===== src/rtl/spi_load_pkg.sv =====
// Shared widths, default parameters and state encoding for the SPI load sequencer.
package spi_load_pkg;

    localparam int unsigned ADDR_W = 25;
    localparam int unsigned DATA_W = 8;

    localparam logic [ADDR_W-1:0] ADDR_IDLE_DEF      = 25'h1ffffff;
    localparam logic [ADDR_W-1:0] EXPECTED_BYTES_DEF = 25'd4992;
    localparam logic [31:0]       NET_TIMEOUT_DEF    = 32'd50000000;

    typedef enum logic [2:0] {
        IDLE  = 3'd0,
        LOAD  = 3'd1,
        CHECK = 3'd2,
        START = 3'd3,
        RUN   = 3'd4,
        REARM = 3'd5
    } state_e;

    // Increment that sticks at all-ones instead of wrapping.
    function automatic logic [ADDR_W-1:0] sat_inc(input logic [ADDR_W-1:0] v);
        return (v == '1) ? v : v + 1'b1;
    endfunction

endpackage


===== src/rtl/spi_load_sequencer_byte_strobe_gen.sv =====
// Detects each new receiver byte and turns it into a registered one-cycle RAM write.
module byte_strobe_gen
    import spi_load_pkg::*;
#(
    parameter logic [ADDR_W-1:0] ADDR_IDLE = ADDR_IDLE_DEF
) (
    input  logic              clk_i,
    input  logic              rst_n_i,
    input  logic [DATA_W-1:0] rx_data_i,
    input  logic [ADDR_W-1:0] rx_address_i,
    input  logic              enable_i,
    input  logic              rearm_i,
    output logic              accept_o,
    output logic              mem_we_o,
    output logic [ADDR_W-1:0] mem_addr_o,
    output logic [DATA_W-1:0] mem_wdata_o
);

    logic [ADDR_W-1:0] prev_addr_q, prev_addr_d;
    logic              we_q;
    logic [ADDR_W-1:0] addr_q;
    logic [DATA_W-1:0] data_q;
    logic              detect;

    assign detect      = (rx_address_i != prev_addr_q) && (rx_address_i != ADDR_IDLE);
    assign accept_o    = detect && enable_i;
    // Forgetting the last address on re-arm lets the next frame start at any address.
    assign prev_addr_d = rearm_i ? ADDR_IDLE : rx_address_i;

    always_ff @(posedge clk_i) begin
        if (!rst_n_i) begin
            prev_addr_q <= ADDR_IDLE;
            we_q        <= 1'b0;
            addr_q      <= '0;
            data_q      <= '0;
        end else begin
            // NOTE: non-blocking so every register here samples the pre-edge values.
            prev_addr_q <= prev_addr_d;
            we_q        <= accept_o;
            if (accept_o) begin
                addr_q <= rx_address_i;
                data_q <= rx_data_i;
            end
        end
    end

    assign mem_we_o    = we_q;
    assign mem_addr_o  = addr_q;
    assign mem_wdata_o = data_q;

endmodule


===== src/rtl/spi_load_sequencer.sv =====
// Loads one SPI frame into RAM, checks its length, runs the net core and re-arms the receiver.
module spi_load_sequencer
    import spi_load_pkg::*;
#(
    parameter logic [ADDR_W-1:0] EXPECTED_BYTES = EXPECTED_BYTES_DEF,
    parameter logic [ADDR_W-1:0] ADDR_IDLE      = ADDR_IDLE_DEF,
    parameter logic [31:0]       NET_TIMEOUT    = NET_TIMEOUT_DEF
) (
    input  logic              CLOCK_50,
    input  logic              RST_N,
    input  logic [DATA_W-1:0] rx_data,
    input  logic [ADDR_W-1:0] rx_address,
    input  logic              rx_disable_now,
    output logic              comm_reset_req,
    output logic              mem_we,
    output logic [ADDR_W-1:0] mem_addr,
    output logic [DATA_W-1:0] mem_wdata,
    output logic              net_start,
    input  logic              net_busy,
    output logic [ADDR_W-1:0] byte_count,
    output logic              load_error,
    output logic [2:0]        state_dbg
);

    state_e            state_q, state_d;
    logic [ADDR_W-1:0] count_q, count_d;
    logic              load_error_q, load_error_d;
    logic [31:0]       tmo_q, tmo_d;
    logic              busy_seen_q, busy_seen_d;
    logic              accept;
    logic              count_bad;
    logic              busy_done;
    logic              timed_out;

    byte_strobe_gen #(
        .ADDR_IDLE (ADDR_IDLE)
    ) u_strobe (
        .clk_i        (CLOCK_50),
        .rst_n_i      (RST_N),
        .rx_data_i    (rx_data),
        .rx_address_i (rx_address),
        .enable_i     ((state_q == IDLE) || (state_q == LOAD)),
        .rearm_i      (state_q == REARM),
        .accept_o     (accept),
        .mem_we_o     (mem_we),
        .mem_addr_o   (mem_addr),
        .mem_wdata_o  (mem_wdata)
    );

    assign count_bad = (state_q == CHECK) && (count_q != EXPECTED_BYTES);
    // A falling edge only counts once the core has actually reported busy.
    assign busy_done = (state_q == RUN) && busy_seen_q && !net_busy;
    assign timed_out = (state_q == RUN) && !busy_done && (tmo_q == NET_TIMEOUT - 32'd1);

    always_ff @(posedge CLOCK_50) begin
        if (!RST_N) begin
            state_q <= IDLE;
        end else begin
            state_q <= state_d;
        end
    end

    always_comb begin
        // NOTE: default first so every path assigns state_d and no latch is inferred.
        state_d = state_q;
        case (state_q)
            IDLE:    if (accept) state_d = LOAD;
            LOAD:    if (rx_disable_now && (count_q != '0)) state_d = CHECK;
            CHECK:   state_d = count_bad ? REARM : START;
            START:   state_d = RUN;
            RUN:     if (busy_done || timed_out) state_d = REARM;
            REARM:   state_d = IDLE;
            default: state_d = IDLE;
        endcase
    end

    always_comb begin
        net_start      = 1'b0;
        comm_reset_req = 1'b0;
        case (state_q)
            START:   net_start      = 1'b1;
            REARM:   comm_reset_req = 1'b1;
            default: ;
        endcase
    end

    always_comb begin
        count_d      = count_q;
        load_error_d = load_error_q;
        tmo_d        = tmo_q;
        busy_seen_d  = busy_seen_q;

        if (accept) begin
            count_d = (state_q == IDLE) ? ADDR_W'(1) : sat_inc(count_q);
        end

        if (accept && (state_q == IDLE)) begin
            load_error_d = 1'b0;
        end else if (count_bad || timed_out) begin
            load_error_d = 1'b1;
        end

        case (state_q)
            START: begin
                tmo_d       = '0;
                busy_seen_d = 1'b0;
            end
            RUN: begin
                tmo_d       = tmo_q + 32'd1;
                busy_seen_d = busy_seen_q | net_busy;
            end
            default: ;
        endcase
    end

    always_ff @(posedge CLOCK_50) begin
        if (!RST_N) begin
            count_q      <= '0;
            load_error_q <= 1'b0;
            tmo_q        <= '0;
            busy_seen_q  <= 1'b0;
        end else begin
            count_q      <= count_d;
            load_error_q <= load_error_d;
            tmo_q        <= tmo_d;
            busy_seen_q  <= busy_seen_d;
        end
    end

    assign byte_count = count_q;
    assign load_error = load_error_q;
    assign state_dbg  = state_q;

endmodule

===== config.mk =====
export PLATFORM = sky130hd
export DESIGN_NAME = spi_load_sequencer
export DESIGN_NICKNAME = d
export VERILOG_FILES = /design/src/rtl/spi_load_pkg.sv /design/src/rtl/spi_load_sequencer_byte_strobe_gen.sv /design/src/rtl/spi_load_sequencer.sv
export SDC_FILE = /design/constraint.sdc
export NUM_CORES = 1
export LEC_CHECK = 0
export CAP_MARGIN = 10
export CORE_MARGIN = 2
export CORE_UTILIZATION = 47
export CTS_CLUSTER_DIAMETER = 50
export DETAILED_ROUTE_END_ITERATION = 10
export HOLD_SLACK_MARGIN = 0.1
export PLACE_DENSITY_LB_ADDON = 0.12
export SLEW_MARGIN = 20
export SYNTH_ARGS = -nofsm -noshare
export SYNTH_HDL_FRONTEND = slang
export SYNTH_SLANG_ARGS = --single-unit

===== constraint.sdc =====
create_clock -name CLOCK_50 -period 7.75 [get_ports CLOCK_50]
set_input_delay 0.775 -clock CLOCK_50 [delete_from_list [all_inputs] [get_ports CLOCK_50]]
set_output_delay 0.775 -clock CLOCK_50 [all_outputs]
set_load 0.02 [all_outputs]

Yosys cells after proc, flatten, opt, wreduce, memory -nomap -nowiden

Cells that the tools add are included.

Multipliers: 0
Shifts and indexed selects: 0
Equality and inequality tests: 14
Add/subtract/negate cells: 2
Divide/modulo/power cells: 0
Muxes and demuxes: 11
Reduce and logical (&&, ||, !) cells: 21
Bitwise gates (word level): 2
Order comparisons: 0

Operator list:

| operator                                                | number |
|---|---|
| one-hot mux 32 bit (2 select lines)                     | 1 |
| 2-to-1 mux 25 bit                                       | 2 |
| adder 32 x 1 -> 32 bit, second input constant           | 1 |
| == test 32 x 26 -> 1 bit, second input constant         | 1 |
| adder 25 x 1 -> 25 bit, second input constant           | 1 |
| == test 25 bit, second input constant                   | 1 |
| inequality test 25 x 13 -> 1 bit, second input constant | 1 |
| inequality test 25 bit                                  | 1 |
| inequality test 25 bit, second input constant           | 1 |
| nonzero test 25 bit                                     | 1 |
| one-hot mux 3 bit (5 select lines)                      | 1 |
| 2-to-1 mux 3 bit                                        | 4 |
| logical AND 1 bit                                       | 9 |
| == test 3 x 2 -> 1 bit, second input constant           | 2 |
| == test 3 bit, second input constant                    | 2 |
| inequality test 2 x 1 -> 1 bit, second input constant   | 2 |
| inequality test 2 bit, second input constant            | 2 |
| OR reduction 2 bit                                      | 2 |
| == test 3 x 1 -> 1 bit, second input constant           | 1 |
| zero test 3 bit                                         | 1 |
| logical OR 1 bit                                        | 3 |
| AND reduction 3 bit                                     | 1 |
| zero test 1 bit                                         | 2 |
| 2-to-1 mux 1 bit                                        | 2 |
| other kinds (5)                                         | 5 |

Input bits: 37
Flip-flop bits (word level): 121
Bits in latches: 0
Output and inout port bits: 65
Word-level logic and storage cells: 59
RAM bits: 0
Memories: 0
ROM bits: 0

Logic depth before layout (Yosys ltp)

Gate-level depths: netlist of run 1.

Depth after elaboration: 9
Gate-level depth with buffers: 9
Gate-level depth less buffers: 8

Modules after synthesis

Synthesis of run 1 repeated with hierarchy kept, for this count alone.

Cells, all modules: 653
Area, all modules: 5693.0 µm²

Modules (own cells, without submodules):

| module             | cells each | area an instance (µm²) | instances | seq. area each (µm²) |
|---|---|---|---|---|
| spi_load_sequencer | 411        | 3347.0                 | 1         | 1241.2 |
| byte_strobe_gen    | 242        | 2346.0                 | 1         | 1181.1 |

Worst setup path before layout of run 1

No wires, ideal clock.

Path type: register to register
From: register count_q[1] (netlist: byte_count[1])
To: register count_q[3] (netlist: byte_count[3])
Period minus slack after synthesis: 2.740 ns
Library setup time: 0.119 ns
Slack: 5.010 ns
Arrival: 2.621 ns
Required time: 7.631 ns
Stages on the path, launching flop included: 9
Path buffers: 1
Cells stage by stage: dfxtp_1 ha_1 nand3_2 or4_4 or4_4 nand2_2 buf_4 nor3_1 o221a_2

Cells in the longest elaborated chain, start to end: 3
Elaborated cells on any way between the ends: 6
Those cells by class: 1 x add/sub; 2 x eq/ne; 2 x mux; 1 x reduce/logical

RTL lines:

| item                                                              | RTL line                  | RTL |
|---|---|---|
| from (decl)                                                       | spi_load_sequencer.sv:26  | `logic [ADDR_W-1:0] count_q, count_d;` |
| from (signal assigned)                                            | spi_load_sequencer.sv:123 | `count_q <= count_d;` |
| adder 25 x 1 -> 25 bit / == test 25 bit (equally long branches)   | spi_load_pkg.sv:22        | `return (v == '1) ? v : v + 1'b1;` |
| 2-to-1 mux 25 bit / inequality test 2 bit (equally long branches) | -                         |  |
| 2-to-1 mux 25 bit / AND reduction 2 bit (equally long branches)   | -                         |  |

Parallel ways exist; a longest one is shown, timed or not. The select of a mux whose other input is x is not followed.
A chain may end at the register's enable or synchronous reset.

Worst setup path after layout of run 1

From: register state_q[1] (netlist: state_dbg[1])
To: output port net_start

Cells in the longest elaborated chain, start to end: 2

RTL lines:

| item                   | RTL line                 | RTL |
|---|---|---|
| from (decl)            | spi_load_sequencer.sv:25 | `state_e state_q, state_d;` |
| from (signal assigned) | spi_load_sequencer.sv:59 | `state_q <= state_d;` |
| == test 3 x 2 -> 1 bit | spi_load_sequencer.sv:80 | `case (state_q)` |
| 2-to-1 mux 1 bit       | spi_load_sequencer.sv:80 |  |
| to (decl)              | spi_load_sequencer.sv:18 | `output logic net_start,` |

Every way passes these cells.

==> run summary, run 1 <==
TNS Setup -> 0 ns
Die area -> 12,670 um^2
CTS tree -> yes
Minimum clock period -> 3.536 ns
Remaining Overflow, GRT -> 0
Clk root buf -> clkbuf_16
Netlist cell types -> 65
DR vias/cell -> 5.899
Setup bufs post-CTS -> 0
Levels on crit path -> 4
First-pass GRT wire length -> 23,140 um
Class of the most critical setup path -> reg -> out
# IOs -> 102
Fill count -> 989
Cell Count, Final, Fillers Out -> 854
Endpoint class of the critical path -> primary output
Vias in the first global route -> 4,620
Initial antenna violation count -> 0
Share of the synthesized area in the top cell type -> 0.4374
Post-synthesis cell count -> 610
Area leader, netlist -> dfxtp_1
F_max -> 0.2828 GHz
Slew Limit Fails -> 0
Number of buffers created by CTS -> 17
Slew @ Worst Pin -> 0.9081 ns
Endpoints failing setup -> 0
Crit-path cells -> nor2b_1 -> nand2_1 -> inv_1 -> clkdlybuf4s50_1
Core Region -> 11,470 um^2
H-tree levels -> 4
Max-cap violations -> 0
RSZ-0062 raised after global routing -> no
Synth Net Count -> 650
Final period util -> 0.4562
Routed wire length -> 14,070 um
Initial drt markers -> 323
CTS Sinks -> 121
Clock slew at reported path FFs -> 0.05 ns
Placed Cells -> 822
Status -> complete, no violations
CP delay by family, top -> buffers and inverters
Critical path data arrival time -> 2.76 ns
Post-route ant nets -> 0
Sequential element share of the synthesized area -> 0.4374
Worst Reg-to-Reg Cells -> 6
Initial Util -> 0.4829
Pleak -> 2.534 nW
Slowest stage delay, CP -> 0.67 ns
Post-CTS sizing -> 0
Synth Flop Type -> dfxtp_1
Slowest CP cell -> clkdlybuf4s50_1
VDD IR max -> 0.0001953 V
Fin. Hold Viols -> 0
Top cells by area, synth -> dfxtp_1 (44%), mux2i_1 (6.5%), xor2_1 (4.0%), or3_1 (3.8%), nor2_1 (3.8%)
Gpl congestion -> 0.8556
I/O Buffers -> 101
Pre-Repair DR Iteration Count -> 6
Share of layout cells above drive strength 1 -> 0.08439
Wirelength per Cell -> 16.48 um
Worst rel slew slack -> 0.3890
Yosys warns -> 0
P&R area growth vs syn -> 29.64%
Drc violations -> 0
Worst hold path depth -> 2
Hold WC Path Type -> reg -> reg
ANT cells -> 0
HPWL Detailed -> 9405 um
Synthesized flop and latch total -> 121
Die Y-Extent -> 112.5 um
Pwr per Cell Area -> 235.8 nW/um^2
Via count -> 5,038
CP max FO -> 23
Post-CTS Hold Fix Bufs -> 0
# nets final -> 738
Clock buffer depth -> 2
GRT Util Overall -> 0.2247
Largest net degree at the start of global routing -> 60
CP bufs+invs -> 2
Worst Path Required -> 6.97 ns
Syn Area/Cell -> 9.078 um^2
Mapped Area -> 5538 um^2
Clock Skew -> 0.007746 ns
CP Launch Type -> flop
Asr flop ratio synth -> 0
Clock Latency Late Sink -> 0.42 ns
Std cell rows -> 39
Post-synth EDFFs -> 0
Die W -> 112.5 um
==> worst reg2reg max path, stage by stage, from the launching register on <==
cell and delay (ns):
dfxtp_1 0.52, or3b_2 0.64, nor4_1 0.76, nand2b_1 0.40
nor2_2 0.42, a2111oi_0 0.18, a41o_1 0.24
==> where the power goes <==
group | internal, mW | leakage, nW | switching, mW | total (mW)
logic | 0.107 | 1.27 | 0.154 | 0.260
registers | 0.652 | 0.992 | 0.0240 | 0.676
clock network | 0.487 | 0.274 | 0.270 | 0.757
==> flip-flops by register name, indices dropped and copies added (netlist names) <==
signal / flops
state_dbg: 3
u_strobe.mem_we_o: 1
u_strobe.prev_addr_q: 25
load_error: 1
busy_seen_q: 1
byte_count: 25
u_strobe.mem_addr_o: 25
tmo_q: 32
u_strobe.mem_wdata_o: 8
==> synthesized netlist by cell type (all sizes together) (2+ instances only) <==
cell	instances
dfxtp	121
nor2	58
nand2	37
mux2i	36
or3	34
nand3	32
clkbuf	30
xor2	25
a21oi	23
nand4	20
nor3	20
nor4	18
o221a	16
o21ai	15
inv	13
or4	8
and3	7
buf	7
nand2b	6
o31ai	6
and2	5
and4	5
o2111ai	5
o211ai	5
o41ai	5
a41o	4
nand4b	4
or2	4
a2111oi	3
a21bo	3
a31oi	3
ha	3
nor3b	3
o21a	3
a22oi	2
mux2	2
nor4b	2
o311a	2
==> layer usage <==
metal  GRT usage  wire length [um]  vias to the layer above
met1      0.3066              6663                     2442
met2      0.3481              6590                      119
met3     0.06479               695                       12
li1            -                 -                     2465
met5           0                 0                        -
met4     0.06423               121                        0
==> stage by stage <==
| step | util | worst slack [ns] | total power, mW | area [um^2] | hold WS, ns |
|---|---|---|---|---|---|
| CTS | 0.6255 | 4.172 | 1.712 | 7173 | 0.4893 |
| global route | 0.6261 | 3.991 | 1.764 | 7179 | 0.5212 |
| detailed placement | 0.5761 | 3.937 | 0.9491 | 6606 | 0.4808 |
| finish | 0.6261 | 4.214 | 1.693 | 7179 | 0.4848 |
| global placement | 0.5761 | 3.996 | 0.9449 | 6606 | 0.4753 |
| floorplan | - | 5.010 | 0.8484 | 5538 | 0.4578 |
==> final cells by class <==
class | count | area (um^2) | area share
inverters | 13 | 48.80 | 0.006797
flip-flops and latches | 121 | 2422 | 0.3374
well taps | 143 | 178.9 | 0.02492
clock inverters | 8 | 95.09 | 0.01325
repair buffers | 106 | 1049 | 0.1460
multi-input cells | 439 | 2914 | 0.4059
clock buffers | 24 | 471.7 | 0.06570
==> cells by family (layout without fill, tap and decap cells) <==
kind of cell	count (synthesis)	after routing	synth area share
AOI/OAI and AO/OA	107	107	0.1478
xor gates and xnor gates	25	25	0.03954
adders and majority gates	3	3	0.006779
buffers and inverters	50	151	0.03954
DFF	121	121	0.4374
muxes	38	38	0.06914
and+or+nand+nor	266	266	0.2598
==> layout by cell type (no fill, tap or decap), types with 3 or more instances in the layout <==
master           Yosys  layout
dfxtp_1            121     121
clkdlybuf4s50_1      0     101
nor2_1              56      56
nand2_1             36      36
mux2i_1             36      36
or3_1               34      34
nand3_1             31      31
xor2_1              25      25
a21oi_1             23      23
nor3_1              20      20
nand4_1             19      19
nor4_1              18      17
clkbuf_16            0      17
o21ai_0             15      14
inv_1               13      12
o221a_1              9       9
and3_1               7       7
o221a_2              7       7
or4_1                6       6
o31ai_1              6       6
nand2b_1             6       6
and2_1               5       5
and4_1               5       5
o2111ai_1            5       5
o41ai_1              5       5
o211ai_1             5       5
clkbuf_1            30       5
buf_4                1       5
a41o_1               4       4
nand4b_1             4       4
clkinv_2             0       4
or2_2                3       3
a2111oi_0            3       3
nor3b_1              3       3
o21a_1               3       3
a31oi_1              3       3
a21bo_2              3       3
ha_1                 3       3
==> final timing paths <==
path                             startpoint                       to  slack [ns]
setup / recovery  state_dbg[1]$_SDFFE_PN0P_                net_start        4.21
hold / removal      load_error$_SDFFE_PP0P_  load_error$_SDFFE_PP0P_        0.48
setup reg to reg  state_dbg[2]$_SDFFE_PN0P_   tmo_q[27]$_SDFFE_PN0N_        4.49
hold reg to reg     load_error$_SDFFE_PP0P_  load_error$_SDFFE_PP0P_        0.48
No activity file was read; power rests on OpenSTA's default activity.
==> run 2: changes to the inputs <==
==> constraint.sdc (replaced) <==
create_clock -name CLOCK_50 -period 3.3 [get_ports CLOCK_50]
set_input_delay 0.33 -clock CLOCK_50 [delete_from_list [all_inputs] [get_ports CLOCK_50]]
set_output_delay 0.33 -clock CLOCK_50 [all_outputs]
set_load 0.02 [all_outputs]
==> run summary, run 2 (synthesized netlist as in run 1, its figures left out) <==
Pwr per Cell Area -> 551.3 nW/um^2
Number of buffers created by CTS -> 17
Die W -> 112.5 um
Clock Skew -> 0.007341 ns
Largest register FFs -> 32
CP dominant cell by count -> or4_4
Commonest cells after routing, fill and taps aside -> dfxtp_1 (121), clkdlybuf4s50_1 (101), nor2_1 (56)
Post-CTS sizing -> 0
Initial drt markers -> 306
I/O Buffers -> 101
Worst rel slew slack -> 0.5302
Routed wire length -> 14,320 um
Slew Limit Fails -> 0
Cell-internal power -> 2.911 mW
Share of layout cells above drive strength 1 -> 0.1026
Critical path data arrival time -> 3.06 ns
Via count -> 5,006
Std cell rows -> 39
Class of the most critical setup path -> reg -> reg
Initial Util -> 0.4829
Status -> complete, no violations
Hold WC Path Type -> reg -> reg
Fill count -> 994
Setup bufs post-CTS -> 0
Slowest stage delay, CP -> 0.59 ns
Clock buffer depth -> 2
CTS tree -> yes
Post-route ant nets -> 0
VDD IR max -> 0.0006165 V
ANT cells -> 0
Clk pwr share -> 0.446
GRT Util Overall -> 0.2318
# IOs -> 102
F_max -> 0.3614 GHz
HPWL Detailed -> 9685 um
Clock Latency Late Sink -> 0.41 ns
Largest net degree at the start of global routing -> 69
Wirelength per Cell -> 16.58 um
Endpoints failing setup -> 0
Largest Register -> tmo_q
Switch share -> 0.2755
CP max FO -> 19
Crit-path cells -> ha_1 -> nand3_2 -> or4_4 -> or4_4 -> nand2_2 -> nor3_1 -> o221a_2
Sequential Power Share -> 0.391
Pleak -> 2.586 nW
CP Launch Type -> flop
Drc violations -> 0
Post-CTS Hold Fix Bufs -> 0
Core Region -> 11,470 um^2
Minimum clock period -> 2.767 ns
Initial antenna violation count -> 0
Clk root buf -> clkbuf_16
Gpl congestion -> 0.8571
Clock slew at reported path FFs -> 0.06 ns
DR vias/cell -> 5.794
Worst Path Required -> 3.59 ns
Die area -> 12,670 um^2
Die Y-Extent -> 112.5 um
Slowest CP cell -> or4_4
Final period util -> 0.8385
Combinational share of power -> 0.163
Max-cap violations -> 0
Post-layout util -> 0.6355
TNS Setup -> 0 ns
Most common cell after layout, fill and taps aside -> dfxtp_1
CTS Sinks -> 121
# nets final -> 748
Remaining Overflow, GRT -> 0
P&R area growth vs syn -> 31.59%
Vias in the first global route -> 4,908
Endpoint class of the critical path -> flop
Fin. Hold Viols -> 0
Pre-Repair DR Iteration Count -> 5
First-pass GRT wire length -> 23,970 um
RSZ-0062 raised after global routing -> no
Psw -> 1.107 mW
Slew @ Worst Pin -> 0.7047 ns
H-tree levels -> 4
-- run 2: cell count changes in the layout (fill, tap and decap cells not counted), sizes merged --
cell      change
clkbuf        -7
buf          +10
clkinv        +3
clkinvlp      +4
-- run 2: cell type report --
class | instances | area (um^2) | area share
Clock buffer | 17 | 425.4 | 0.05838
Clock inverter | 15 | 155.1 | 0.02129
Inverter | 13 | 48.80 | 0.006696
Multi-Input combinational cell | 439 | 2908 | 0.3990
Sequential cell | 121 | 2422 | 0.3324
Tap cell | 143 | 178.9 | 0.02455
Timing Repair Buffer | 116 | 1149 | 0.1576
-- run 2: power by group through the flow --
stage,logic (mW),clock network (mW),registers (mW)
floorplan,0.336,0,1.66
global placement,0.645,0,1.60
detailed placement,0.655,0,1.60
CTS,0.659,1.82,1.57
global route,0.710,1.89,1.58
finish,0.656,1.79,1.57
-- run 2: per-layer routing --
layer | vias to the layer above | share of wire | routed length (um) | global-route usage
met5 | - | 0 | 0 | 0
met3 | 13 | 0.052 | 748 | 0.06425
met1 | 2376 | 0.45 | 6493 | 0.3031
met4 | 0 | 0.0089 | 127 | 0.06179
met2 | 144 | 0.49 | 6951 | 0.3788
li1 | 2473 | - | - | -
-- run 2: worst paths after layout --
kind	from	to	slack [ns]	cells past startpoint
max reg2reg	byte_count[1]$_SDFFE_PN0P_	byte_count[5]$_SDFFE_PN0P_	0.53	7
max	byte_count[1]$_SDFFE_PN0P_	byte_count[5]$_SDFFE_PN0P_	0.53	7
min reg2reg	load_error$_SDFFE_PP0P_	load_error$_SDFFE_PP0P_	0.48	2
min	load_error$_SDFFE_PP0P_	load_error$_SDFFE_PP0P_	0.48	2
-- run 2: stage by stage --
stage	power, mW	area [um^2]	setup WS [ns]	instances	hold WS, ns
after global placement	2.241	6706	0.6099	832	0.4730
after floorplan	1.992	5538	0.5603	610	0.4338
after CTS	4.051	7287	0.5479	864	0.4940
after detailed placement	2.256	6706	0.5617	832	0.4841
final	4.018	7287	0.5328	864	0.4808
after global routing	4.180	7287	0.3896	864	0.4968
-- run 2: critical path, delay by kind of cell, from the launching register on --
kind | cells | cell delay, ns
fa+ha+maj | 1 | 0.25
simple gates | 5 | 1.73
flops | 1 | 0.41
compound gates | 1 | 0.27
==> run 3: changes to the inputs <==
==> constraint.sdc (replaced) <==
create_clock -name CLOCK_50 -period 2.67 [get_ports CLOCK_50]
set_input_delay 0.267 -clock CLOCK_50 [delete_from_list [all_inputs] [get_ports CLOCK_50]]
set_output_delay 0.267 -clock CLOCK_50 [all_outputs]
set_load 0.02 [all_outputs]
==> run summary, run 3 (synthesized netlist as in run 1, its figures left out) <==
Max-cap violations -> 0
Register area -> 2425 um^2
Endpoint class of the critical path -> flop
Pleak -> 2.784 nW
Remaining Overflow, GRT -> 0
Die W -> 112.5 um
TNS Setup -> 0 ns
F_max -> 0.4000 GHz
Vias in the first global route -> 4,998
Setup bufs post-CTS -> 0
Slew Limit Fails -> 0
First-pass GRT wire length -> 24,180 um
Placed Cells -> 857
Commonest cells after routing, fill and taps aside -> dfxtp_1 (119), clkdlybuf4s50_1 (101), nor2_1 (56)
Post-route ant nets -> 0
Worst rel slew slack -> 0.5328
Minimum clock period -> 2.500 ns
Status -> complete, no violations
CP max FO -> 18
Most common cell after layout, fill and taps aside -> dfxtp_1
Hold WC Path Type -> in -> reg
Clock slew at reported path FFs -> 0.05 ns
I/O Buffers -> 101
Slew @ Worst Pin -> 0.6948 ns
Wirelength per Cell -> 16.43 um
Setup slack after layout -> 0.1702 ns
P&R area growth vs syn -> 36.92%
Drc violations -> 0
Post-place setup slack -> 0.06177 ns
Fill count -> 946
Share of layout cells above drive strength 1 -> 0.1340
# nets final -> 773
Cell Count, Final, Fillers Out -> 889
Post-CTS sizing -> 0
Pre-Repair DR Iteration Count -> 5
# IOs -> 102
Gpl congestion -> 0.8685
VDD IR max -> 0.0007870 V
Endpoints failing setup -> 0
Initial antenna violation count -> 0
Number of buffers created by CTS -> 17
GRT Util Overall -> 0.2354
Initial drt markers -> 394
Pwr Total -> 5.447 mW
Std cell rows -> 39
Clock buffer depth -> 2
Worst Reg-to-Reg Cells -> 7
CP Launch Type -> flop
Core Region -> 11,470 um^2
Via count -> 5,209
Worst hold path depth -> 3
Die area -> 12,670 um^2
Initial Util -> 0.4829
ANT cells -> 0
Clock Latency Late Sink -> 0.41 ns
CTS Sinks -> 121
Critical path data arrival time -> 2.80 ns
Class of the most critical setup path -> reg -> reg
Clk root buf -> clkbuf_16
H-tree levels -> 4
Worst Path Required -> 2.97 ns
Footprint of the multi-input gates -> 2913 um^2
Fin. Hold Viols -> 0
HPWL Detailed -> 10,070 um
Die Y-Extent -> 112.5 um
RSZ-0062 raised after global routing -> no
Routed wire length -> 14,610 um
DR vias/cell -> 5.859
Largest net degree at the start of global routing -> 60
Clock Skew -> 0.007078 ns
Largest Register -> tmo_q
Post-CTS Hold Fix Bufs -> 0
Pwr per Cell Area -> 718.4 nW/um^2
Largest register FFs -> 32
Final period util -> 0.9363
CTS tree -> yes
run 3: cell count changes in the layout (fill, tap and decap cells not counted), moves of 2 or more:
cell,change
buf_4,+25
bufinv_16,+5
clkinv_2,+2
clkinv_4,-3
clkinvlp_4,-5
dfxtp_1,-2
dfxtp_2,+2
run 3: layout make-up:
type / count / area share
clock inverters: 14 / 0.03317
multi-input cells: 439 / 0.3842
flip-flops and latches: 121 / 0.3198
clock buffers: 18 / 0.05660
well taps: 143 / 0.02360
repair buffers: 141 / 0.1762
inverters: 13 / 0.006436
run 3: path summary, 6_finish.rpt:
| path | start | to | slack [ns] |
|---|---|---|---|
| setup / recovery | byte_count[0]$_SDFFE_PN0P_ | byte_count[9]$_SDFFE_PN0P_ | 0.17 |
| hold / removal | rx_data[6] | u_strobe.mem_wdata_o[6]$_SDFFE_PN0P_ | 0.47 |
| setup reg to reg | byte_count[0]$_SDFFE_PN0P_ | byte_count[9]$_SDFFE_PN0P_ | 0.17 |
| hold reg to reg | load_error$_SDFFE_PP0P_ | load_error$_SDFFE_PP0P_ | 0.48 |
run 3: critical path, stage by stage, from the launching register on:
cell,delay (ns)
dfxtp_2,0.37
ha_1,0.23
nand3_2,0.10
or4_4,0.52
or4_4,0.60
nand2_4,0.23
nor3_1,0.09
o221a_2,0.26
run 3: layer usage:
metal  global-route usage  up-vias  share of wire
met3              0.06911       14          0.066
li1                     -     2523              -
met2               0.3852      188           0.49
met5                    0        -              0
met4              0.08130        0         0.0081
met1               0.2971     2484           0.44
run 3: through the flow:
step                utilization  hold slack (ns)  cell area (um^2)
global placement         0.6014           0.4623              6897
detailed placement       0.6014           0.4769              6897
floorplan                     -           0.3708              5540
CTS                      0.6608           0.4524              7577
global route             0.6612           0.4686              7582
finish                   0.6612           0.4664              7582
run 3: power by group:
group	leakage, nW	internal [mW]	switching (mW)
sequential	0.993	1.89	0.0426
combinational	1.46	0.367	0.492
clock	0.333	1.83	0.818
total	2.78	4.09	1.35
